**src/rtl/fifo_pkg.sv**
```systemverilog
// Shared FIFO helpers: width computation, wrap-increment and default thresholds.
package fifo_pkg;

  localparam int unsigned FIFO_AF_MARGIN = 2;
  localparam int unsigned FIFO_AE_MARGIN = 2;

  // Smallest r with 2**r >= n.
  function automatic int unsigned fifo_clog2(input int unsigned n);
    int unsigned r;
    int unsigned v;
    r = 0;
    v = 1;
    while (v < n) begin
      v = v << 1;
      r = r + 1;
    end
    return r;
  endfunction

  // Pointer advance with wrap at an arbitrary depth.
  function automatic int unsigned ptr_inc(input int unsigned ptr, input int unsigned depth);
    return (ptr == depth - 32'd1) ? 32'd0 : ptr + 32'd1;
  endfunction

endpackage

```
**src/rtl/sync_fifo_flex_if.sv**
```systemverilog
// Producer/consumer bus of sync_fifo_flex; master drives requests, slave returns status.
interface sync_fifo_flex_if
  import fifo_pkg::*;
#(
  parameter int unsigned WIDTH = 8,
  parameter int unsigned DEPTH = 16
) ();

  localparam int unsigned CNT_W = fifo_clog2(DEPTH + 1);

  logic             clear;
  logic             wr_en;
  logic [WIDTH-1:0] wr_data;
  logic             rd_en;
  logic [WIDTH-1:0] rd_data;
  logic [CNT_W-1:0] count;
  logic             full;
  logic             empty;
  logic             almost_full;
  logic             almost_empty;
  logic             overflow;
  logic             underflow;

  modport master (
    output clear, wr_en, wr_data, rd_en,
    input  rd_data, count, full, empty, almost_full, almost_empty, overflow, underflow
  );

  modport slave (
    input  clear, wr_en, wr_data, rd_en,
    output rd_data, count, full, empty, almost_full, almost_empty, overflow, underflow
  );

endinterface

```
**src/rtl/fifo_mem.sv**
```systemverilog
// DEPTH x WIDTH storage: one synchronous write port, one asynchronous read port.
module fifo_mem #(
  parameter int unsigned WIDTH = 8,
  parameter int unsigned DEPTH = 16,
  parameter int unsigned PTR_W = 4
) (
  input  logic             clk,
  input  logic             wr_en,
  input  logic [PTR_W-1:0] wr_addr,
  input  logic [WIDTH-1:0] wr_data,
  input  logic [PTR_W-1:0] rd_addr,
  output logic [WIDTH-1:0] rd_data
);

  logic [WIDTH-1:0] mem [DEPTH];

  always_ff @(posedge clk) begin
    if (wr_en) mem[wr_addr] <= wr_data;
  end

  assign rd_data = mem[rd_addr];

endmodule

```
**src/rtl/sync_fifo_flex.sv**
```systemverilog
// Single-clock circular FIFO with arbitrary depth, optional FWFT read, thresholds and sticky errors.
module sync_fifo_flex
  import fifo_pkg::*;
#(
  parameter int unsigned WIDTH    = 8,
  parameter int unsigned DEPTH    = 16,
  parameter int unsigned AF_LEVEL = DEPTH - FIFO_AF_MARGIN,
  parameter int unsigned AE_LEVEL = FIFO_AE_MARGIN,
  parameter bit          FWFT     = 1'b0
) (
  input logic              clk,
  input logic              reset,
  sync_fifo_flex_if.slave  bus
);

  localparam int unsigned PTR_W = (fifo_clog2(DEPTH) > 1) ? fifo_clog2(DEPTH) : 1;
  localparam int unsigned CNT_W = fifo_clog2(DEPTH + 1);

  if (DEPTH < 2) begin : g_bad_depth
    $error("sync_fifo_flex: DEPTH must be at least 2");
  end
  if (AF_LEVEL < 1 || AF_LEVEL > DEPTH) begin : g_bad_af
    $error("sync_fifo_flex: AF_LEVEL out of range 1..DEPTH");
  end
  if (AE_LEVEL > DEPTH - 1) begin : g_bad_ae
    $error("sync_fifo_flex: AE_LEVEL out of range 0..DEPTH-1");
  end

  logic [PTR_W-1:0] wr_ptr, rd_ptr;
  logic [CNT_W-1:0] count_q, count_nxt;
  logic             full_q, empty_q, afull_q, aempty_q, ovf_q, unf_q;
  logic             wr_acc, rd_acc;
  logic [WIDTH-1:0] mem_rd;

  // Accept decisions and next occupancy; a read frees room even when full.
  always_comb begin
    wr_acc    = bus.wr_en && !full_q;
    rd_acc    = bus.rd_en && !empty_q;
    count_nxt = count_q;
    if (wr_acc && !rd_acc)      count_nxt = count_q + CNT_W'(1);
    else if (rd_acc && !wr_acc) count_nxt = count_q - CNT_W'(1);
  end

  always_ff @(posedge clk or posedge reset) begin
    if (reset) begin
      wr_ptr   <= '0;
      rd_ptr   <= '0;
      count_q  <= '0;
      full_q   <= 1'b0;
      empty_q  <= 1'b1;
      afull_q  <= 1'b0;
      aempty_q <= 1'b1;
      ovf_q    <= 1'b0;
      unf_q    <= 1'b0;
    end else if (bus.clear) begin
      wr_ptr   <= '0;
      rd_ptr   <= '0;
      count_q  <= '0;
      full_q   <= 1'b0;
      empty_q  <= 1'b1;
      afull_q  <= 1'b0;
      aempty_q <= 1'b1;
      ovf_q    <= 1'b0;
      unf_q    <= 1'b0;
    end else begin
      if (wr_acc) wr_ptr <= PTR_W'(ptr_inc(32'(wr_ptr), DEPTH));
      if (rd_acc) rd_ptr <= PTR_W'(ptr_inc(32'(rd_ptr), DEPTH));
      count_q  <= count_nxt;
      full_q   <= (count_nxt == CNT_W'(DEPTH));
      empty_q  <= (count_nxt == '0);
      afull_q  <= (count_nxt >= CNT_W'(AF_LEVEL));
      aempty_q <= (count_nxt <= CNT_W'(AE_LEVEL));
      if (bus.wr_en && full_q)  ovf_q <= 1'b1;
      if (bus.rd_en && empty_q) unf_q <= 1'b1;
    end
  end

  fifo_mem #(
    .WIDTH (WIDTH),
    .DEPTH (DEPTH),
    .PTR_W (PTR_W)
  ) u_mem (
    .clk     (clk),
    .wr_en   (wr_acc && !bus.clear),
    .wr_addr (wr_ptr),
    .wr_data (bus.wr_data),
    .rd_addr (rd_ptr),
    .rd_data (mem_rd)
  );

  // Read port: head word shown directly in FWFT mode, else captured on each pop.
  if (FWFT) begin : g_fwft
    assign bus.rd_data = empty_q ? '0 : mem_rd;
  end else begin : g_reg
    logic [WIDTH-1:0] rd_q;
    always_ff @(posedge clk or posedge reset) begin
      if (reset)          rd_q <= '0;
      else if (bus.clear) rd_q <= '0;
      else if (rd_acc)    rd_q <= mem_rd;
    end
    assign bus.rd_data = rd_q;
  end

  assign bus.count        = count_q;
  assign bus.full         = full_q;
  assign bus.empty        = empty_q;
  assign bus.almost_full  = afull_q;
  assign bus.almost_empty = aempty_q;
  assign bus.overflow     = ovf_q;
  assign bus.underflow    = unf_q;

endmodule

```
**src/flat_wrapper.sv**
```systemverilog
// flat-port wrapper written by rule: the top's interface ports become plain ports
module sync_fifo_flex_flat import fifo_pkg::*;
#(
  parameter int unsigned WIDTH    = 8,
  parameter int unsigned DEPTH    = 16,
  parameter int unsigned AF_LEVEL = DEPTH - FIFO_AF_MARGIN,
  parameter int unsigned AE_LEVEL = FIFO_AE_MARGIN,
  parameter bit          FWFT     = 1'b0
)
  (clk, reset, bus_clear, bus_wr_en, bus_wr_data, bus_rd_en, bus_rd_data, bus_count, bus_full, bus_empty, bus_almost_full, bus_almost_empty, bus_overflow, bus_underflow);
  sync_fifo_flex_if #(.WIDTH(WIDTH), .DEPTH(DEPTH)) bus_i ();
  input logic clk;
  input logic reset;
  input wire logic [$bits(bus_i.clear)-1:0] bus_clear;
  input wire logic [$bits(bus_i.wr_en)-1:0] bus_wr_en;
  input wire logic [$bits(bus_i.wr_data)-1:0] bus_wr_data;
  input wire logic [$bits(bus_i.rd_en)-1:0] bus_rd_en;
  output wire logic [$bits(bus_i.rd_data)-1:0] bus_rd_data;
  output wire logic [$bits(bus_i.count)-1:0] bus_count;
  output wire logic [$bits(bus_i.full)-1:0] bus_full;
  output wire logic [$bits(bus_i.empty)-1:0] bus_empty;
  output wire logic [$bits(bus_i.almost_full)-1:0] bus_almost_full;
  output wire logic [$bits(bus_i.almost_empty)-1:0] bus_almost_empty;
  output wire logic [$bits(bus_i.overflow)-1:0] bus_overflow;
  output wire logic [$bits(bus_i.underflow)-1:0] bus_underflow;
  assign bus_i.clear = bus_clear;
  assign bus_i.wr_en = bus_wr_en;
  assign bus_i.wr_data = bus_wr_data;
  assign bus_i.rd_en = bus_rd_en;
  assign bus_rd_data = bus_i.rd_data;
  assign bus_count = bus_i.count;
  assign bus_full = bus_i.full;
  assign bus_empty = bus_i.empty;
  assign bus_almost_full = bus_i.almost_full;
  assign bus_almost_empty = bus_i.almost_empty;
  assign bus_overflow = bus_i.overflow;
  assign bus_underflow = bus_i.underflow;
  sync_fifo_flex #(.WIDTH(WIDTH), .DEPTH(DEPTH), .AF_LEVEL(AF_LEVEL), .AE_LEVEL(AE_LEVEL), .FWFT(FWFT)) u_core (.clk(clk), .reset(reset), .bus(bus_i));
endmodule
```
**config.mk**
```make
export PLATFORM = sky130hd
export DESIGN_NAME = sync_fifo_flex_flat
export DESIGN_NICKNAME = d
export VERILOG_FILES = /design/src/rtl/fifo_pkg.sv /design/src/rtl/sync_fifo_flex_if.sv /design/src/rtl/fifo_mem.sv /design/src/rtl/sync_fifo_flex.sv /design/src/flat_wrapper.sv
export SDC_FILE = /design/constraint.sdc
export NUM_CORES = 1
export LEC_CHECK = 0
export ABC_AREA = 1
export BUFFER_PORTS_ARGS = -buffer_cell sky130_fd_sc_hd__buf_2
export CORE_MARGIN = 2
export CORE_UTILIZATION = 40
export DETAILED_ROUTE_END_ITERATION = 7
export GPL_ROUTABILITY_DRIVEN = 0
export SLEW_MARGIN = 10
export SYNTH_ARGS = -nofsm -noshare
export SYNTH_HDL_FRONTEND = slang
export SYNTH_SLANG_ARGS = --single-unit
```
**constraint.sdc**
```tcl
create_clock -name clk -period 5 [get_ports clk]
set_input_delay 1 -clock clk [delete_from_list [all_inputs] [get_ports clk]]
set_output_delay 1 -clock clk [all_outputs]
set_load 0.01 [all_outputs]
```
==> results.json, run 1 <==
{
  "status": "complete, no violations",
  "ff2ff_setup_slack_ns": 2.52,
  "timing.rr.end": "u_core.bus.rd_data[7]",
  "r2r_cells": 8,
  "grt_max_degree": 70,
  "min_from": "u_core.bus.rd_data[1]",
  "final_layout_size_suffix_gt1_frac": 0.117,
  "path_clk_slew_ns": 0.06,
  "holdPathStages": 2,
  "yosysSeqAreaShare": 0.688,
  "min_to": "u_core.bus.rd_data[1]",
  "area_delta_synth_final_pct": 13.1,
  "syn_avg_cell_area_um2": 10.9,
  "synth_top_cell_area_share": 0.585,
  "post_cts_buffers": 0,
  "n_antenna_cell": 0,
  "drv_slew": 0,
  "hpwl_um": 10000,
  "cp-end-kind": "flip-flop",
  "grt_first_pass_wirelength_um": 24300,
  "drtAntennaViolNets": 0,
  "antenna_found_initial": 0,
  "io_pins": 32,
  "synth_fp_nets": 625,
  "fmax_mhz": 399,
  "drt_drc_violations_left": 0,
  "dp_slack_ns": 2.08,
  "reg2reg_from": "u_core.rd_ptr[0]",
  "worstMarginPinSlew_ns": 1.11,
  "cap_violations": 0,
  "cts.repair.resized": 0,
  "drtIter0Drc": 450,
  "cts_sinks": 155,
  "initial_core_util": 0.411,
  "cp.arrival_ns": 2.54,
  "routed_wl_um": 15500,
  "startpoint_type": "input port",
  "ys_top_cells_by_area": "edfxtp_1, dfrtp_1, nor2_1, nand2_1, nand3_1",
  "cts_made_buffers": 17,
  "crit_required_ns": 5.04,
  "rows": 46,
  "grtUsageTotal": 0.185,
  "die_h_um": 132,
  "leakage_nw": 2.85,
  "yosysUniqueCellTypes": 28,
  "syn_inst": 605,
  "coreArea_um2": 16000,
  "hold_viol": 0,
  "ys_warn_count": 0,
  "clk_path_buf_depth": 2,
  "syn_area_um2": 6580,
  "hold_class": "flip-flop to flip-flop",
  "fin_crit_sh": 0.502,
  "fin_tns_setup_ns": 0,
  "die_w_um": 132,
  "routedWlPerCell_um": 18.1,
  "grt_pass1_vias": 4362,
  "cp_max_fo": 13,
  "numPortBuffers": 31,
  "vias": 4486,
  "firstDrtPassIters": 5,
  "ys_ff_latch": 155,
  "finalSetupViolCount": 0,
  "power.density_nw_per_um2": 419,
  "via_per_inst": 5.23,
  "period_needed_ns": 2.51,
  "finClkSkew_ns": 0.00593,
  "globalRouteOverflowTotal": 0,
  "cts_htree_levels": 4,
  "worst_ir_drop_vdd_v": 0.000279,
  "fin_ws_ns": 2.49,
  "startpoint": "bus_clear",
  "hold_buffers": 0,
  "die_area_um2": 17500,
  "nets": 651,
  "path_class": "input port to flip-flop",
  "yosys.area.top_type": "edfxtp_1",
  "clkLatencyLatePin_ns": 0.41,
  "finalPower_w": 0.00311,
  "relSlewSlack": 0.257,
  "rsz0062_at_grt": "no",
  "cts_tree": "done",
  "root_buffer": "clkbuf_16"
}
-- worst max-delay path by stage --
stage | depth (start not counted) | endpoint
floorplan | 4 | u_core.u_mem.mem[15][0]
global placement | 4 | u_core.u_mem.mem[15][2]
detailed placement | 4 | u_core.u_mem.mem[15][3]
CTS | 4 | u_core.u_mem.mem[15][3]
global route | 8 | u_core.bus.rd_data[4]
finish | 4 | u_core.u_mem.mem[15][3]
-- synth_stat cells --
| master | count |
|---|---|
| edfxtp_1 | 128 |
| nor2_1 | 127 |
| nand2_1 | 108 |
| nand3_1 | 60 |
| o21ai_0 | 34 |
| o21ai_1 | 29 |
| dfrtp_1 | 25 |
| inv_1 | 22 |
| buf_2 | 13 |
| nor3_1 | 12 |
| ha_1 | 7 |
| a21oi_1 | 5 |
| buf_6 | 5 |
| clkbuf_2 | 5 |
| inv_2 | 4 |
| buf_4 | 3 |
| nor2_2 | 3 |
| a31oi_1 | 2 |
| clkinv_1 | 2 |
| dfstp_2 | 2 |
| xor2_1 | 2 |
| nand2_2 | 1 |
| nand4_1 | 1 |
| nor2_4 | 1 |
| nor3b_1 | 1 |
| nor3b_2 | 1 |
| o31ai_1 | 1 |
| o32ai_1 | 1 |
-- where the power goes --
part	switching (W)	internal (W)	total, W
Combinational	0.000273	0.000111	0.000384
Sequential	0.0000221	0.00144	0.00146
Clock	0.000487	0.000779	0.00127
-- stage by stage --
| step | instance area, um^2 | instances | util | hold WS, ns |
|---|---|---|---|---|
| floorplan | 6580 | 605 | - | 0.515 |
| finish | 7430 | 858 | 0.465 | 0.474 |
| global route | 7430 | 858 | 0.465 | 0.503 |
| detailed placement | 6850 | 828 | 0.428 | 0.466 |
| CTS | 7430 | 858 | 0.464 | 0.480 |
| global placement | 6850 | 828 | 0.428 | 0.469 |
-- state kept, by name, summed over array words and instances, names as in the netlist --
signal                   cells
u_core.rd_ptr                4
u_core.u_mem.mem           128
u_core.bus.almost_empty      1
u_core.wr_ptr                4
u_core.bus.rd_data           8
u_core.bus.underflow         1
u_core.bus.almost_full       1
u_core.bus.empty             1
u_core.bus.count             5
u_core.bus.overflow          1
u_core.bus.full              1
-- final cells by class --
cell class	instances	area [um^2]
Timing Repair Buffer	33	170
Clock inverter	11	148
Sequential cell	155	4520
Tap cell	216	270
Clock buffer	19	433
Fill cell	1518	8570
Multi-Input combinational cell	396	1780
Inverter	28	105
-- layout by cell type, fill, tap and decap left out, drive strengths merged --
| master | instances |
|---|---|
| a31oi | 2 |
| o21ai | 63 |
| inv | 27 |
| nand2 | 109 |
| o32ai | 1 |
| xor2 | 2 |
| o31ai | 1 |
| clkinv | 5 |
| nand3 | 60 |
| buf | 33 |
| nor3 | 12 |
| ha | 7 |
| nand4 | 1 |
| a21oi | 5 |
| clkinvlp | 4 |
| nor2 | 131 |
| clkbuf | 19 |
| edfxtp | 128 |
| dfrtp | 25 |
| bufinv | 3 |
| dfstp | 2 |
| nor3b | 2 |
-- worst max-delay path, cell delays in order --
cell and delay, ns:
buf_2 0.19, nor2_1 0.25, inv_2 0.19, nor3b_1 0.90
-- per-layer routing --
metal / share of wire / GRT usage / routed length, um / up-vias
met1: 0.46 / 0.263 / 7210 / 2201
met3: 0.059 / 0.0458 / 913 / 18
met5: 0 / 0 / 0 / -
met4: 0.016 / 0.0573 / 245 / 0
li1: - / - / - / 2119
met2: 0.46 / 0.282 / 7180 / 148
-- kinds of logic after synthesis --
group,synth area share
AOI/OAI and AO/OA,0.0561
and+or+nand+nor,0.198
xor gates and xnor gates,0.00266
buffers and inverters,0.0417
DFF,0.688
adders and majority gates,0.0133
No activity file was read; power rests on OpenSTA's default activity.
==> inputs of run 2 (changes only) <==
==> constraint.sdc (replaced) <==
create_clock -name clk -period 2.56 [get_ports clk]
set_input_delay 0.512 -clock clk [delete_from_list [all_inputs] [get_ports clk]]
set_output_delay 0.512 -clock clk [all_outputs]
set_load 0.01 [all_outputs]
==> run 2 against run 1 <==
Worst hold slack worse by 0.34 ns. Critical path depth is 1 higher. Power is 90% higher. Clock power is 80% higher. Wire length is 3.0% lower. Critical endpoint is now u_core.u_mem.mem[12][5]. Largest cell class unchanged. Largest power group unchanged.
==> results.json, run 2 (synthesized netlist as in run 1, its figures left out) <==
{
  "firstDrtPassIters": 4,
  "rsz0062_at_grt": "no",
  "die_h_um": 132,
  "initial_core_util": 0.411,
  "cts_sinks": 155,
  "finalSetupViolCount": 0,
  "startpoint_type": "flip-flop",
  "final_layout_size_suffix_gt1_frac": 0.139,
  "path_clk_slew_ns": 0.06,
  "top_register": "u_core.u_mem.mem",
  "grt_pass1_vias": 4318,
  "routedWlPerCell_um": 17.2,
  "area_delta_synth_final_pct": 14.8,
  "post_cts_buffers": 0,
  "largest_reg_flops": 128,
  "fin_crit_sh": 0.748,
  "fin_tns_setup_ns": 0,
  "numPortBuffers": 31,
  "grt_first_pass_wirelength_um": 23900,
  "final_cell_mix": "edfxtp_1, nor2_1, nand2_1, nand3_1, o21ai_0",
  "drt_drc_violations_left": 0,
  "multiInputGateArea_um2": 1780,
  "fmax_mhz": 522,
  "drv_slew": 0,
  "hold_class": "input port to async pin",
  "path_class": "flip-flop to flip-flop",
  "coreArea_um2": 16000,
  "fillers": 1528,
  "clk_path_buf_depth": 2,
  "grt_max_degree": 69,
  "io_pins": 32,
  "nets": 669,
  "globalRouteOverflowTotal": 0,
  "cts.repair.resized": 0,
  "crit_required_ns": 2.62,
  "worst_ir_drop_vdd_v": 0.000465,
  "die_area_um2": 17500,
  "die_w_um": 132,
  "cp.arrival_ns": 1.97,
  "hold_slack_ns": 0.136,
  "n_antenna_cell": 0,
  "leakage_nw": 2.93,
  "cp_max_fo": 8,
  "cts_htree_levels": 4,
  "grtUsageTotal": 0.181,
  "cts_tree": "done",
  "via_per_inst": 5.03,
  "drtAntennaViolNets": 0,
  "hold_viol": 0,
  "root_buffer": "clkbuf_16",
  "rows": 46,
  "clkLatencyLatePin_ns": 0.43,
  "cp-end-kind": "flip-flop",
  "antenna_found_initial": 0,
  "routed_wl_um": 15100,
  "seqCellArea_um2": 4520,
  "relSlewSlack": 0.480,
  "final_common_cell": "edfxtp_1",
  "hpwl_um": 9640,
  "cts_made_buffers": 17,
  "vias": 4413,
  "fin_ws_ns": 0.645,
  "drtIter0Drc": 291,
  "worstMarginPinSlew_ns": 0.779,
  "cap_violations": 0,
  "status": "complete, no violations",
  "hold_buffers": 0,
  "period_needed_ns": 1.91,
  "finClkSkew_ns": 0.00653,
  "power.density_nw_per_um2": 784,
  "dp_slack_ns": 0.485
}
-- run 2: critical path, cell delays in order, from the launching register on --
cell	delay (ns)
dfrtp_1	0.42
inv_1	0.07
nand2_1	0.11
nor2_1	0.24
nand2_1	0.17
nor2_1	0.54
-- run 2: layout make-up --
type	instances	area share
Timing Repair Buffer	51	0.0438
Sequential cell	155	0.599
Multi-Input combinational cell	396	0.236
Tap cell	216	0.0358
Clock buffer	21	0.0584
Clock inverter	11	0.0131
Inverter	28	0.0139
-- run 2: metrics by stage --
stage	instance area, um^2	cells	util	total power (W)
after floorplan	6580	605	-	0.00344
after global placement	7010	846	0.438	0.00366
after detailed placement	7010	846	0.438	0.00368
after CTS	7550	878	0.472	0.00596
after global routing	7550	878	0.472	0.00615
final	7550	878	0.472	0.00592
-- run 2: report_power, final --
part / switching [W] / internal, W / total [W]
logic: 0.000527 / 0.000239 / 0.000765
clock network: 0.000963 / 0.00133 / 0.00229
registers: 0.0000468 / 0.00281 / 0.00286
total: 0.00154 / 0.00438 / 0.00592
-- run 2: path summary, 6_finish.rpt --
kind | start | depth (start not counted) | endpoint | slack, ns
worst max-delay path | u_core.bus.full | 5 | u_core.u_mem.mem[12][5] | 0.65
worst min-delay path | reset | 2 | u_core.bus.count[3] | 0.14
worst max register to register | u_core.bus.full | 5 | u_core.u_mem.mem[12][5] | 0.65
worst min register to register | u_core.bus.rd_data[4] | 2 | u_core.bus.rd_data[4] | 0.48
max in group asynchronous | reset | 3 | u_core.rd_ptr[0] | 1.80
min in group clk | bus_rd_en | 3 | u_core.bus.underflow | 0.35
-- run 2: layer usage --
metal | wire length [um] | GRT usage | vias up | part of all wire
met5 | 0 | 0 | - | 0
met2 | 7020 | 0.287 | 93 | 0.47
met3 | 547 | 0.0308 | 24 | 0.036
met1 | 7170 | 0.248 | 2136 | 0.48
li1 | - | - | 2160 | -
met4 | 340 | 0.0759 | 0 | 0.023
